**config.mk**
```make
export PLATFORM = sky130hd
export DESIGN_NAME = ram_write_buffer
export DESIGN_NICKNAME = d
export VERILOG_FILES = /design/src/rtl/ram_write_buffer.sv
export SDC_FILE = /design/constraint.sdc
export NUM_CORES = 1
export LEC_CHECK = 0
export BUFFER_PORTS_ARGS = -buffer_cell sky130_fd_sc_hd__buf_2
export CORE_MARGIN = 2
export CORE_UTILIZATION = 37
export DETAILED_ROUTE_END_ITERATION = 8
export HOLD_SLACK_MARGIN = 0.1
export PLACE_DENSITY = 0.64
export SLEW_MARGIN = 30
export SYNTH_ARGS = -nofsm -noshare
export SYNTH_HDL_FRONTEND = slang
export SYNTH_SLANG_ARGS = --single-unit
```
**constraint.sdc**
```tcl
create_clock -name clk -period 2.77 [get_ports clk]
set_input_delay 0.554 -clock clk [delete_from_list [all_inputs] [get_ports clk]]
set_output_delay 0.554 -clock clk [all_outputs]
set_load 0.005 [all_outputs]
```
**src/rtl/ram_write_buffer.sv**
```systemverilog
// Posted-write buffer between the RAM controller and a wait-stated req/ack data memory.
// Define RAW_FORWARD_EN to let reads hitting a buffered address complete from the FIFO.
module ram_write_buffer #(
   parameter int DEPTH = 4,
   parameter int AW    = 16,
   parameter int DW    = 16
) (
   input  logic                     clk,
   input  logic                     rst,
   input  logic                     w,
   input  logic [AW-1:0]            addr,
   input  logic [DW-1:0]            wdata,
   input  logic                     rd_req,
   output logic                     stall,
   output logic [DW-1:0]            rd_data,
   output logic                     rd_valid,
   output logic [$clog2(DEPTH):0]   buf_count,
   output logic                     mem_req,
   output logic                     mem_we,
   output logic [AW-1:0]            mem_addr,
   output logic [DW-1:0]            mem_wdata,
   input  logic                     mem_ack,
   input  logic [DW-1:0]            mem_rdata
);

   localparam int PW = $clog2(DEPTH);
   localparam int CW = PW + 1;
   localparam logic [CW-1:0] FULL_CNT = CW'(DEPTH);

   typedef enum logic [1:0] {
      ST_IDLE = 2'd0,
      ST_WR   = 2'd1,
      ST_RD   = 2'd2
   } state_t;

   state_t            state_r;
   state_t            state_nxt_s;

   logic [AW-1:0]     addr_q_r [DEPTH];
   logic [DW-1:0]     data_q_r [DEPTH];
   logic [PW-1:0]     head_r;
   logic [PW-1:0]     tail_r;
   logic [CW-1:0]     count_r;
   logic              w_done_r;

   logic              full_s;
   logic              pop_s;
   logic              push_s;
   logic              w_eff_s;
   logic              rd_open_s;
   logic              stall_s;
   logic              fwd_hit_s;
   logic              fwd_take_s;
   logic [DW-1:0]     fwd_data_s;

   logic              mem_req_r;
   logic              mem_we_r;
   logic [AW-1:0]     mem_addr_r;
   logic [DW-1:0]     mem_wdata_r;
   logic              req_nxt_s;
   logic              we_nxt_s;
   logic [AW-1:0]     maddr_nxt_s;
   logic [DW-1:0]     mwdata_nxt_s;

   logic [DW-1:0]     rd_data_r;
   logic              rd_valid_r;
   logic [DW-1:0]     rd_data_nxt_s;
   logic              rd_valid_nxt_s;

   // A write held during a read stall is taken once; w_done_r masks the repeats.
   assign w_eff_s    = w & ~w_done_r;
   assign full_s     = (count_r == FULL_CNT);
   assign pop_s      = (state_r == ST_WR) & mem_ack;
   assign push_s     = w_eff_s & (~full_s | pop_s);
   assign rd_open_s  = rd_req & ~rd_valid_r;
   assign stall_s    = (w_eff_s & full_s & ~pop_s) | rd_open_s;
   assign fwd_take_s = rd_open_s & fwd_hit_s & (state_r != ST_RD);

`ifdef RAW_FORWARD_EN
   // search buffered entries oldest to youngest so the youngest match wins
   always_comb begin
      fwd_hit_s  = 1'b0;
      fwd_data_s = {DW{1'b0}};
      for (int k = 0; k < DEPTH; k++) begin
         if ((CW'(k) < count_r) && (addr_q_r[head_r + PW'(k)] == addr)) begin
            fwd_hit_s  = 1'b1;
            fwd_data_s = data_q_r[head_r + PW'(k)];
         end else begin
            fwd_hit_s  = fwd_hit_s;
            fwd_data_s = fwd_data_s;
         end
      end
   end
`else
   assign fwd_hit_s  = 1'b0;
   assign fwd_data_s = {DW{1'b0}};
`endif

   // state register
   always_ff @(posedge clk or posedge rst) begin
      if (rst) begin
         state_r <= ST_IDLE;
      end else begin
         state_r <= state_nxt_s;
      end
   end

   // next state: buffered writes always drain before a read may go to memory
   always_comb begin
      state_nxt_s = state_r;
      case (state_r)
         ST_IDLE: begin
            if (count_r != {CW{1'b0}}) begin
               state_nxt_s = ST_WR;
            end else if (rd_open_s & ~push_s & ~fwd_take_s) begin
               state_nxt_s = ST_RD;
            end else begin
               state_nxt_s = ST_IDLE;
            end
         end
         ST_WR, ST_RD: begin
            if (mem_ack) begin
               state_nxt_s = ST_IDLE;
            end else begin
               state_nxt_s = state_r;
            end
         end
         default: state_nxt_s = ST_IDLE;
      endcase
   end

   // next values of the registered memory and read-result outputs
   always_comb begin
      req_nxt_s      = mem_req_r;
      we_nxt_s       = mem_we_r;
      maddr_nxt_s    = mem_addr_r;
      mwdata_nxt_s   = mem_wdata_r;
      rd_valid_nxt_s = 1'b0;
      rd_data_nxt_s  = rd_data_r;
      case (state_r)
         ST_IDLE: begin
            if (state_nxt_s == ST_WR) begin
               req_nxt_s    = 1'b1;
               we_nxt_s     = 1'b1;
               maddr_nxt_s  = addr_q_r[head_r];
               mwdata_nxt_s = data_q_r[head_r];
            end else if (state_nxt_s == ST_RD) begin
               req_nxt_s   = 1'b1;
               we_nxt_s    = 1'b0;
               maddr_nxt_s = addr;
            end else begin
               req_nxt_s = 1'b0;
            end
         end
         ST_WR, ST_RD: begin
            if (mem_ack) begin
               req_nxt_s = 1'b0;
            end else begin
               req_nxt_s = 1'b1;
            end
         end
         default: req_nxt_s = 1'b0;
      endcase
      if ((state_r == ST_RD) && mem_ack) begin
         rd_valid_nxt_s = 1'b1;
         rd_data_nxt_s  = mem_rdata;
      end else if (fwd_take_s) begin
         rd_valid_nxt_s = 1'b1;
         rd_data_nxt_s  = fwd_data_s;
      end else begin
         rd_valid_nxt_s = 1'b0;
         rd_data_nxt_s  = rd_data_r;
      end
   end

   // FIFO storage; contents are don't-care outside the occupied window
   always_ff @(posedge clk) begin
      if (push_s) begin
         addr_q_r[tail_r] <= addr;
         data_q_r[tail_r] <= wdata;
      end
   end

   // FIFO pointers and occupancy
   always_ff @(posedge clk or posedge rst) begin
      if (rst) begin
         head_r  <= {PW{1'b0}};
         tail_r  <= {PW{1'b0}};
         count_r <= {CW{1'b0}};
      end else begin
         if (push_s) begin
            tail_r <= tail_r + PW'(1);
         end
         if (pop_s) begin
            head_r <= head_r + PW'(1);
         end
         case ({push_s, pop_s})
            2'b10:   count_r <= count_r + CW'(1);
            2'b01:   count_r <= count_r - CW'(1);
            default: count_r <= count_r;
         endcase
      end
   end

   // remembers a write already taken while the upstream is still frozen
   always_ff @(posedge clk or posedge rst) begin
      if (rst) begin
         w_done_r <= 1'b0;
      end else if (push_s & stall_s) begin
         w_done_r <= 1'b1;
      end else if (!stall_s) begin
         w_done_r <= 1'b0;
      end
   end

   // registered memory-side and read-result outputs
   always_ff @(posedge clk or posedge rst) begin
      if (rst) begin
         mem_req_r   <= 1'b0;
         mem_we_r    <= 1'b0;
         mem_addr_r  <= {AW{1'b0}};
         mem_wdata_r <= {DW{1'b0}};
         rd_valid_r  <= 1'b0;
         rd_data_r   <= {DW{1'b0}};
      end else begin
         mem_req_r   <= req_nxt_s;
         mem_we_r    <= we_nxt_s;
         mem_addr_r  <= maddr_nxt_s;
         mem_wdata_r <= mwdata_nxt_s;
         rd_valid_r  <= rd_valid_nxt_s;
         rd_data_r   <= rd_data_nxt_s;
      end
   end

   assign stall     = stall_s;
   assign buf_count = count_r;
   assign mem_req   = mem_req_r;
   assign mem_we    = mem_we_r;
   assign mem_addr  = mem_addr_r;
   assign mem_wdata = mem_wdata_r;
   assign rd_valid  = rd_valid_r;
   assign rd_data   = rd_data_r;

endmodule

```
==> results of run 1 <==
[final cells by class]
cell class                 count  area, sq um
inverter                      12         45.0
clock inverter                 7         77.6
clock buffer                  25          497
fill                        1707        10600
antenna                        1         2.50
sequential                   189         5370
tap                          265          332
timing repair buffer         121          723
multi-input combinational    162         1830
[logic make-up after synthesis]
kind of cell	Yosys count	share of synthesized area
compound gates	24	0.0185
xor+xnor	6	0.00713
fa+ha+maj	11	0.0197
buf+inv	28	0.0234
flops	189	0.729
mux	82	0.179
simple gates	39	0.0238
[state kept, by name (all words and copies together), names as in the netlist, 2 cells and up]
register,cells
addr_q_r,64
data_q_r,64
mem_addr,16
mem_wdata,16
rd_data,16
buf_count,3
head_r,2
state_r,2
tail_r,2
[power by group through the flow]
| stage | registers, mW | logic (mW) | clock network, mW |
|---|---|---|---|
| 3_5_place_dp | 4.26 | 2.96 | 0 |
| 4_1_cts | 4.21 | 2.98 | 2.43 |
| 2_1_floorplan | 4.11 | 2.09 | 0 |
| 5_1_grt | 4.29 | 3.21 | 2.53 |
| 3_3_place_gp | 4.23 | 2.90 | 0 |
| 6_report | 4.19 | 2.90 | 2.34 |
[worst min-delay path by stage]
stage	depth (start not counted)	to	slack [ns]	from
6_report	3	mem_wdata[8]	0.17	rst
5_1_grt	3	mem_wdata[8]	0.18	rst
4_1_cts	1	data_q_r[0][7]	0.33	wdata[7]
3_5_place_dp	1	w_done_r	0.49	w_done_r
3_3_place_gp	1	w_done_r	0.47	w_done_r
2_1_floorplan	1	w_done_r	0.46	w_done_r
[metal layers]
layer / GRT usage / part of all wire / vias up
li1: - / - / 1713
met2: 0.218 / 0.48 / 114
met3: 0.0484 / 0.070 / 10
met1: 0.177 / 0.45 / 1894
met5: 0 / 0.00094 / -
met4: 0.0412 / 0.0040 / 2
[metrics by stage]
step | utilization | std cells | instance area [sq um]
after floorplan | - | 379 | 7370
after global placement | 0.424 | 748 | 8280
after detailed placement | 0.424 | 748 | 8280
after CTS | 0.453 | 780 | 8850
after global routing | 0.455 | 781 | 8880
final | 0.455 | 782 | 8880
[worst max-delay path, delay by kind of cell, from the launching register on]
kind	cells	cell delay [ns]
adders and majority gates	2	0.58
AOI/OAI and AO/OA	2	0.29
buffers and inverters	2	0.38
DFF	1	0.40
and+or+nand+nor	4	0.67
[synth_stat cells, types with 3 or more instances]
library cell                 n  area [sq um]
sky130_fd_sc_hd__and2_1      4          25.0
sky130_fd_sc_hd__clkbuf_1    5          18.8
sky130_fd_sc_hd__mux2i_1    16           160
sky130_fd_sc_hd__mux2_2     34           383
sky130_fd_sc_hd__ha_1       10           125
sky130_fd_sc_hd__nand2_1     6          22.5
sky130_fd_sc_hd__nor2_1     20          75.1
sky130_fd_sc_hd__buf_12      3          60.1
sky130_fd_sc_hd__mux4_2     18           405
sky130_fd_sc_hd__xnor2_1     4          35.0
sky130_fd_sc_hd__a21oi_1    18          90.1
sky130_fd_sc_hd__buf_2       6          30.0
sky130_fd_sc_hd__dfrtp_1    61          1530
sky130_fd_sc_hd__edfxtp_1  128          3840
sky130_fd_sc_hd__mux4_1     14           368
sky130_fd_sc_hd__inv_1      12          45.0
sky130_fd_sc_hd__nor2b_1     3          18.8
[placed cells by master, fill, tap and decap left out, types with 5 or more instances in the layout]
cell,synthesis,layout
sky130_fd_sc_hd__nand2_1,6,6
sky130_fd_sc_hd__ha_1,10,10
sky130_fd_sc_hd__mux2i_1,16,16
sky130_fd_sc_hd__clkbuf_16,0,18
sky130_fd_sc_hd__buf_12,3,5
sky130_fd_sc_hd__mux2_2,34,34
sky130_fd_sc_hd__mux4_2,18,18
sky130_fd_sc_hd__dfrtp_1,61,59
sky130_fd_sc_hd__a21oi_1,18,18
sky130_fd_sc_hd__edfxtp_1,128,128
sky130_fd_sc_hd__buf_2,6,107
sky130_fd_sc_hd__mux4_1,14,14
sky130_fd_sc_hd__nor2_1,20,20
sky130_fd_sc_hd__clkbuf_1,5,5
sky130_fd_sc_hd__buf_4,1,8
sky130_fd_sc_hd__inv_1,12,11
==> results, run 1 <==
- Once detail routing completed, the nets flagged for antenna violations numbered 0.
- The worst max-slew margin expressed relative to the limit is 0.461.
- The termination of the worst setup path is mem_addr[3].
- The count of flip-flops with a built-in enable after synthesis is 128.
- The count of instances resized after the clock tree is built is 0.
- The kind of start point of the critical path is a register.
- Summed over all nets, the switching power comes to 2.77 mW.
- Entering global routing, the biggest net connects 62 pins.
- The switching share of power is 0.294.
- The initial antenna violation count is 1.
- The analysis attributes to cell leakage a power of 3.50 nW.
- The routed layout has 3733 vias.
- Input and output buffers added on the ports amount to 107.
- The proportion of synthesized chip area in sequential cells is 0.729.
- The arrival time reported for the critical path endpoint is 2.73 ns.
- Before antenna repair, the detailed router went through 4 iterations.
- Data on the critical path is required at its endpoint by 3.12 ns.
- Setup repair after global routing left no endpoint under its margin.
- Setup violations remaining at the end of the flow were counted as 0.
- Measured along the x axis, the die boundary spans 145 microns.
- The count of final hold-check violations was 0.
- Summed over all failing endpoints, the final setup total negative slack is 0 ns.
- The overall die height is 145 microns.
- Between clock sinks in the finished design, the worst skew comes to 0.0109 ns.
- The final critical delay including setup and external delays is 2.38 ns.
- Of all nets on the critical path, the largest fanout is 20.
- Counting stages on the worst path, the most repeated cell is sky130_fd_sc_hd__ha_1.
- The worst voltage drop across the vdd grid is 0.551 mV.
- At the pin with the least slew margin, the transition time is 0.808 ns.
- The critical path goes through inv_1 -> ha_1 -> nor2b_1 -> nand2_1 -> a21o_1 -> ha_1 -> nor2b_2 -> buf_4 -> nor2_1 -> a21oi_1.
- The total global routing track utilization is 0.137.
- The sum of routed wire length over all layers is 13800 microns.
- The share of total power dissipated in sequential elements is 0.444.
- The portion of total power attributed to the clock network is 0.248.
- The flow ran to the end, and the final reports show no timing, DRC or antenna violations.
- The largest incremental delay on the critical path is 0.40 ns.
- The share of synthesized registers carrying an async set or reset is 0.323.
- The critical path in this run is classified as reg2reg.
- The number of warnings reported in the yosys synthesis log is 0.
- The capture point of the worst reg-to-reg path is mem_addr[3].
- Counting the buffers created by CTS gives 17.
- The final clock period utilization by the worst path is 0.859.
- The number of setup buffers added after CTS is 0.
- The count of distinct cell types in the synthesized netlist is 31.
- The region available for standard cell placement spans 19500 sq um.
- CTS saw 189 sinks.
- The netlist area before placement is 7370 sq um.
- TritonCTS built the clock tree.
- 108 I/O pins were placed.
- The beginning of the critical path is state_r[0].
- The initial cell density of the core is 0.377.
- Of the total power, combinational logic draws 0.307.
- The number of pins with negative max-slew slack in the final report was 0.
- The count of hold buffers inserted by post-cts repair is 0.
- Across all hold checks on the routed design, the worst slack comes to 0.168 ns.
- The HPWL after detailed placement is 8910 microns.
- The capturing element type of the critical path is a register.
- The first global-routing pass estimated 22000 microns of wire.
- The weighted congestion at the end of routability-driven global placement is 0.677.
- Total power for the finished layout comes to 9.43 mW.
- The remaining global-route overflow is 0.
- The clock latency on the worst-skew pair is 0.42 ns.
- In this run, the number of DRC markers left after iteration 0 of detailed routing was 244.
- Measured in cells, the most critical reg-to-reg path has a length of 10.
- The number of nets in the final layout is 567.
- The DRC violations left is 0.
- The root buffer cell chosen for the clock tree is sky130_fd_sc_hd__clkbuf_16.
- After clock tree synthesis, the clock-pin slew on the worst setup and hold paths is 0.07 ns.
- The H-tree generated during clock tree synthesis spans 4 levels.
- The cell area power density is 1060 nW/um^2.
- After detailed routing, the number of vias per cell comes to 4.77.
- The number of global-route vias before repair is 3957.
- The fraction of layout instances using a drive strength above 1 is 0.405.
- The clock passes through at most 2 buffers.
- The least setup slack across all paths after layout is 0.390 ns.
- The signed area change from the synthesized netlist to the final layout is 20.5%.
- The worst hold path belongs to the class in2async.
- The worst register-to-register path has a setup slack of 0.39 ns.
- After detailed routing, the average wire length per cell comes to 17.6 microns.
- The worst register-to-register path begins at state_r[0].
- In the synthesized netlist, the number of instances is 379.
- The die footprint is 21100 sq um.
- Derived from the worst setup path, the maximum achievable clock frequency is 0.420 GHz.
- The internal power of the cells is 6.66 mW.
- OpenSTA, run right after detailed placement, puts the worst setup slack at 0.394 ns.
- The main flop type after synthesis is sky130_fd_sc_hd__edfxtp_1.
- On the critical path, the stage with the largest delay is an instance of sky130_fd_sc_hd__dfrtp_1.
- The number of standard-cell rows in the floorplan is 51.
- The count of state elements after synthesis is 189.
- Dividing the synthesized area by the synthesized cell count gives 19.4 sq um.
- The post-synth net total is 443.
- Across the run, the number of max-cap violations was 0.
Power figures use the tool's default switching activity.
==> run 2: changes to the inputs <==
- RECOVER_POWER: default -> 50
==> results, run 2 (synthesis results as in run 1) <==
- At the pin with the least slew margin, the transition time is 1.51 ns.
- For this configuration, the core starts out at a cell density of 0.377.
- Of the available clock period, the critical path in the final layout requires 0.859.
- The run finished, with violations left.
- The count of final hold-check violations is 0.
- The DRC violations left is 0.
- Detailed placement ended at an HPWL of 8910 microns.
- Across all layers, the routed design uses 3749 vias.
- After clock tree synthesis, the setup repair step added 0 buffers.
- The number of standard-cell rows in the floorplan is 51.
- The first-pass GRT wire length is 22000 microns.
- IR analysis of the VDD net gives a maximum drop of 0.560 mV.
- The largest incremental delay on the critical path is 0.40 ns.
- The number of CTS-inserted buffers is 17.
- The number of antenna diodes in the final layout is 0.
- The start of the worst register-to-register path is state_r[0].
- The max capacitance violation total is 1.
- The total of buffers placed on input and output ports is 107.
- The class of the most critical hold timing path is in2reg.
- The maximum operating frequency is 0.420 GHz.
- The critical path's top delay family is simple AND/OR/NAND/NOR gates.
- The number of clock sinks is 189.
- The arrival time reported for the critical path endpoint is 2.73 ns.
- The design draws 9.44 mW.
- The total global routing track utilization is 0.137.
- Entering global routing, the biggest net connects 62 pins.
- Clock-pin slew was measured on the worst setup and hold paths at 0.06 ns.
- Setup repair after global routing left no endpoint under its margin.
- The initial antenna violation count came to 1.
- From left edge to right edge, the die measures 145 microns.
- Compared with the post-synthesis result, the final layout area differs by 19.7%.
- The filler cells instantiated in the layout total 1720.
- Between clock sinks in the finished design, the worst skew comes to 0.0103 ns.
- Buffers inserted to repair hold after CTS numbered 0.
- Counting stages on the worst path, the most repeated cell is sky130_fd_sc_hd__ha_1.
- The combined flip-flop and latch cell area is 5370 sq um.
- For flop-to-flop paths, the worst setup slack is 0.39 ns.
- The weighted congestion at the end of routability-driven global placement is 0.677.
- In the final layout, the multi-input gates occupy 1830 sq um.
- The count of instances resized after the clock tree is built is 0.
- The number of global-route vias before repair is 3957.
- In the final layout, the registers with the most flip-flops are addr_q_r (64), data_q_r (64).
- The number of placed I/O pins is 108.
- The signal on the critical path passes through inv_1 -> ha_1 -> nor2b_1 -> nand2_1 -> a21o_1 -> ha_1 -> nor2b_2 -> buf_4 -> nor2_1 -> a21oi_1.
- The sum of routed wire length over all layers is 13900 microns.
- After detailed routing, the number of vias per cell comes to 4.80.
- The global-route track usage on met3 is 0.0484.
- The fraction of layout instances using a drive strength above 1 is 0.318.
- The summed negative setup slack over all endpoints is 0 ns.
- In the layout the commonest cells are sky130_fd_sc_hd__edfxtp_1, sky130_fd_sc_hd__buf_2, sky130_fd_sc_hd__dfrtp_1, sky130_fd_sc_hd__clkbuf_1, sky130_fd_sc_hd__mux2_2.
- In the final routed layout, each cell accounts on average for 17.8 microns.
- The critical path ends at mem_addr[3].
- The number of pins with negative max-slew slack in the final report came to 34.
- Among all stages on the critical path, the largest delay is contributed by sky130_fd_sc_hd__dfrtp_1.
- The critical path crosses 10 cells after its start point.
- The later pin in the worst-skew pair is clocked with a latency of 0.43 ns.
- The fraction of met1 tracks used by global routing is 0.177.
- After global routing the overflow that remains totals 0.
- Setup violations remaining at the end of the flow were counted as 0.
- The number of nets in the final layout is 567.
- STA classifies the critical path startpoint as a register.
- Summed over all cells, the static leakage comes to 3.38 nW.
- The final critical delay including setup and external delays is 2.38 ns.
- In this run the worst setup path begins at state_r[0].
- The kind of critical path is reg2reg.
- The worst setup path is captured at a register.
- The worst pin sits at a relative slew slack of -0.00436.
- The capture point of the worst reg-to-reg path is mem_addr[3].
- At the worst endpoint, the required time is 3.12 ns.
- Counting along the longest clock path gives a buffer depth of 2.
- The highest-utilization routing layer at the global route stage is met2.
- The die footprint is 21100 sq um.
- The antenna violation net count after detailed routing is 0.
- In this run the number of H-tree levels came out at 4.
- The standard cell core area is 19500 sq um.
- The detailed router finished its first iteration with 287 violations.
- The CTS root buffer is sky130_fd_sc_hd__clkbuf_16.
- In this run the worst path has a maximum fanout of 20.
- The total buffers and inverters traversed by the critical path is 2.
- At the end of the flow the core is filled with cells to 0.452.
- The die is 145 microns tall.
- The checks that failed: capacitance limit, slew limit.
- The CTS tree is done.
- The total iterations of the first detailed-routing run is 4.
- For this run, global-route usage on met2 was measured as 0.218.
- Leaving out fill and tap cells, the most frequent cell in the layout is sky130_fd_sc_hd__edfxtp_1.
- For this design the ratio of total power to cell area is 1070 nW/um^2.
- The number of cells traversed by the worst register-to-register path is 10.
## run 2: worst reg2reg max path: stages, from the launching register on
cell                      delay, ns
sky130_fd_sc_hd__dfrtp_1       0.40
sky130_fd_sc_hd__inv_1         0.08
sky130_fd_sc_hd__ha_1          0.28
sky130_fd_sc_hd__nor2b_1       0.24
sky130_fd_sc_hd__nand2_1       0.11
sky130_fd_sc_hd__a21o_1        0.17
sky130_fd_sc_hd__ha_1          0.30
sky130_fd_sc_hd__nor2b_2       0.25
sky130_fd_sc_hd__buf_4         0.30
sky130_fd_sc_hd__nor2_1        0.07
sky130_fd_sc_hd__a21oi_1       0.12
## run 2: routing by layer
metal / wire, microns / part of all wire / vias up
met3: 849 / 0.061 / 19
met5: 13 / 0.00094 / -
met1: 6400 / 0.46 / 1903
met2: 6450 / 0.46 / 114
li1: - / - / 1711
met4: 162 / 0.012 / 2
## run 2: layout make-up
cell class | count | area share
inverters | 12 | 0.00511
flip-flops and latches | 189 | 0.609
clock buffers | 25 | 0.0563
well taps | 265 | 0.0376
repair buffers | 121 | 0.0756
multi-input cells | 162 | 0.208
clock inverters | 7 | 0.00879
## run 2: metrics by stage
stage	instance area (sq um)	setup WS, ns	cells	hold slack, ns
2_1_floorplan	7370	0.423	379	0.455
3_3_place_gp	8280	0.391	748	0.469
3_5_place_dp	8280	0.394	748	0.488
4_1_cts	8850	0.377	780	0.325
5_1_grt	8820	0.184	781	0.342
6_report	8820	0.391	781	0.363
## run 2: how the worst min path moves through the flow
stage	from	endpoint	slack [ns]	depth (start not counted)
final	mem_rdata[9]	rd_data[9]	0.36	2
after CTS	wdata[7]	data_q_r[0][7]	0.33	1
after global placement	w_done_r	w_done_r	0.47	1
after detailed placement	w_done_r	w_done_r	0.49	1
after global routing	mem_rdata[0]	rd_data[0]	0.34	2
after floorplan	w_done_r	w_done_r	0.46	1
## run 2: power breakdown
part | switching [mW] | internal [mW]
registers | 0.419 | 3.77
logic | 1.37 | 1.52
clock network | 0.997 | 1.35
==> run 3: changes to the inputs <==
- CELL_PAD_IN_SITES_DETAIL_PLACEMENT: default -> 0
- CELL_PAD_IN_SITES_GLOBAL_PLACEMENT: default -> 1
- PLACE_DENSITY: 0.64 -> 0.71
- SKIP_LAST_GASP: default -> 1
==> results, run 3 (synthesis results as in run 1) <==
- The flow ran to the end, but the final reports show violations.
- The checks that failed: capacitance limit, slew limit.
- The first-pass GRT wire length is 22500 microns.
- The weighted congestion at the end of routability-driven global placement is 0.701.
- The number of diodes is 0.
- The final clock period utilization by the worst path is 0.836.
- The sum of routed wire length over all layers is 13900 microns.
- For this configuration, the core starts out at a cell density of 0.377.
- Data on the critical path is required at its endpoint by 3.07 ns.
- In this run the worst setup path begins at head_r[1].
- The kind of start point of the critical path is a register.
- In the final design database the tool counted 570 nets.
- The first detailed-routing pass took 4 iterations.
- The worst setup skew after layout is 0.00811 ns.
- The worst voltage drop across the vdd grid is 0.545 mV.
- The fraction of layout instances using a drive strength above 1 is 0.326.
- The count of instances resized after the clock tree is built is 0.
- The number of global-route vias before repair is 4047.
- The initial antenna violation count came to 0.
- After clock tree synthesis, the setup repair step added 0 buffers.
- Port buffering added 107 buffers.
- The detailed-route vias per instance is 4.78.
- The overall die height is 145 microns.
- The count of final hold-check violations came to 0.
- In this run the clock root is driven by a sky130_fd_sc_hd__clkbuf_16.
- Clock tree synthesis found a total of 189 sinks.
- In the layout the commonest cells are sky130_fd_sc_hd__edfxtp_1, sky130_fd_sc_hd__buf_2, sky130_fd_sc_hd__dfrtp_1, sky130_fd_sc_hd__clkbuf_1, sky130_fd_sc_hd__mux2_2.
- After detailed routing, the number of remaining DRC violations is 0.
- Summed over all cells, the static leakage comes to 3.38 nW.
- The cell count of the worst hold path is 2.
- The die footprint is 21100 sq um.
- At the pin with the least slew margin, the transition time is 1.71 ns.
- The worst hold path begins at mem_rdata[13].
- The max capacitance violation total is 2.
- The number of hold buffers added after CTS was 0.
- Detailed placement finished with a half-perimeter wire length of 8670 microns.
- The floorplan step set the die width to 145 microns.
- Detailed routing inserted a total of 3750 vias.
- In the final timing run, aggregate negative setup slack is 0 ns.
- The capturing element type of the critical path is a register.
- Leaving out fill and tap cells, the most frequent cell in the layout is sky130_fd_sc_hd__edfxtp_1.
- The number of clock buffers added by TritonCTS is 17.
- The class of the most critical hold timing path is in2reg.
- The number of pins with negative max-slew slack in the final report is 59.
- The largest registers in the layout are addr_q_r (64), data_q_r (64).
- The cell area power density is 1070 nW/um^2.
- The total global routing track utilization is 0.139.
- Summed over all layers, the global routing overflow is 0.
- The finished layout holds 784 standard cells, fillers aside.
- The worst-path maximum fanout is 32.
- Setup repair after global routing left no endpoint under its margin.
- The start of the worst register-to-register path is head_r[1].
- Measured in cells, the most critical reg-to-reg path has a length of 4.
- Dividing the detail-routed wire length by the instance count gives 17.8 microns.
- After clock tree synthesis, the clock-pin slew on the worst setup and hold paths is 0.06 ns.
- The total area inside the core boundary comes to 19500 sq um.
- The final critical delay including setup and external delays is 2.31 ns.
- The total of fill cells in the finished design is 1714.
- The number of placed I/O pins is 108.
- The power consumption is 9.44 mW.
- The count of nets left with antenna violations once routing finished came out at 0.
- The kind of critical path is reg2reg.
- The H-tree was split into 4 levels.
- Entering global routing, the biggest net connects 62 pins.
- At the worst endpoint, the arrival time is 2.61 ns.
- The DRC violation total after the first TritonRoute iteration is 239.
- The maximum operating frequency is 0.432 GHz.
- The number of standard-cell rows in the floorplan is 51.
- The worst max-slew margin expressed relative to the limit is -0.141.
- The clock reaches the later pin of the worst-skew pair after 0.42 ns.
- The longest clock path from root to sink contains 2 buffers.
- The final cell utilization of the core is 0.450.
- Setup violations remaining at the end of the flow were counted as 0.
- The CTS tree is done.
- The signed area change from the synthesized netlist to the final layout is 19.2%.
- Including well taps, the total number of placed cells is 751.
run 3: cell count changes in the layout (fill, tap and decap cells not counted), moves of 2 or more:
cell | before | now
sky130_fd_sc_hd__buf_12 | 5 | 2
sky130_fd_sc_hd__buf_2 | 65 | 68
sky130_fd_sc_hd__buf_4 | 7 | 14
sky130_fd_sc_hd__clkbuf_1 | 48 | 44
sky130_fd_sc_hd__clkinv_1 | 0 | 2
sky130_fd_sc_hd__clkinvlp_4 | 0 | 2
run 3: final timing paths:
kind / end / slack (ns)
max reg2reg: mem_addr[9] / 0.46
min: rd_data[13] / 0.36
min reg2reg: w_done_r / 0.49
max: mem_addr[9] / 0.46
min in group asynchronous: mem_wdata[12] / 0.73
max in group asynchronous: mem_addr[0] / 1.05
run 3: routing by layer:
layer / wire length (microns) / GRT usage
met1: 6490 / 0.182
met2: 6520 / 0.225
met3: 848 / 0.0491
met4: 82 / 0.0324
met5: 0 / 0
run 3: area by class of cell:
type	instances	area, sq um	share of cell area
Multi-Input combinational cell	162	1830	0.209
Timing Repair Buffer	124	636	0.0724
Inverter	12	45.0	0.00513
Clock inverter	10	114	0.0130
Sequential cell	189	5370	0.611
Tap cell	265	332	0.0377
Clock buffer	22	454	0.0517
run 3: critical path, stage by stage (launching register included):
cell and delay, ns:
sky130_fd_sc_hd__dfrtp_1 1.41, sky130_fd_sc_hd__buf_4 0.29, sky130_fd_sc_hd__mux4_1 0.27, sky130_fd_sc_hd__mux2i_1 0.14, sky130_fd_sc_hd__a21oi_1 0.08
run 3: power by group:
part / internal (mW) / switching [mW] / total (mW) / leakage (nW)
Sequential: 3.77 / 0.411 / 4.18 / 1.90
Clock: 1.36 / 0.988 / 2.34 / 0.271
Combinational: 1.52 / 1.40 / 2.91 / 1.21
Total: 6.64 / 2.79 / 9.44 / 3.38
run 3: metrics by stage:
step	cell area [sq um]	hold slack, ns	setup WS (ns)
final	8780	0.364	0.455
after floorplan	7370	0.455	0.423
after global routing	8780	0.349	0.230
after detailed placement	8250	0.480	0.475
after global placement	8250	0.466	0.507
after CTS	8820	0.328	0.477
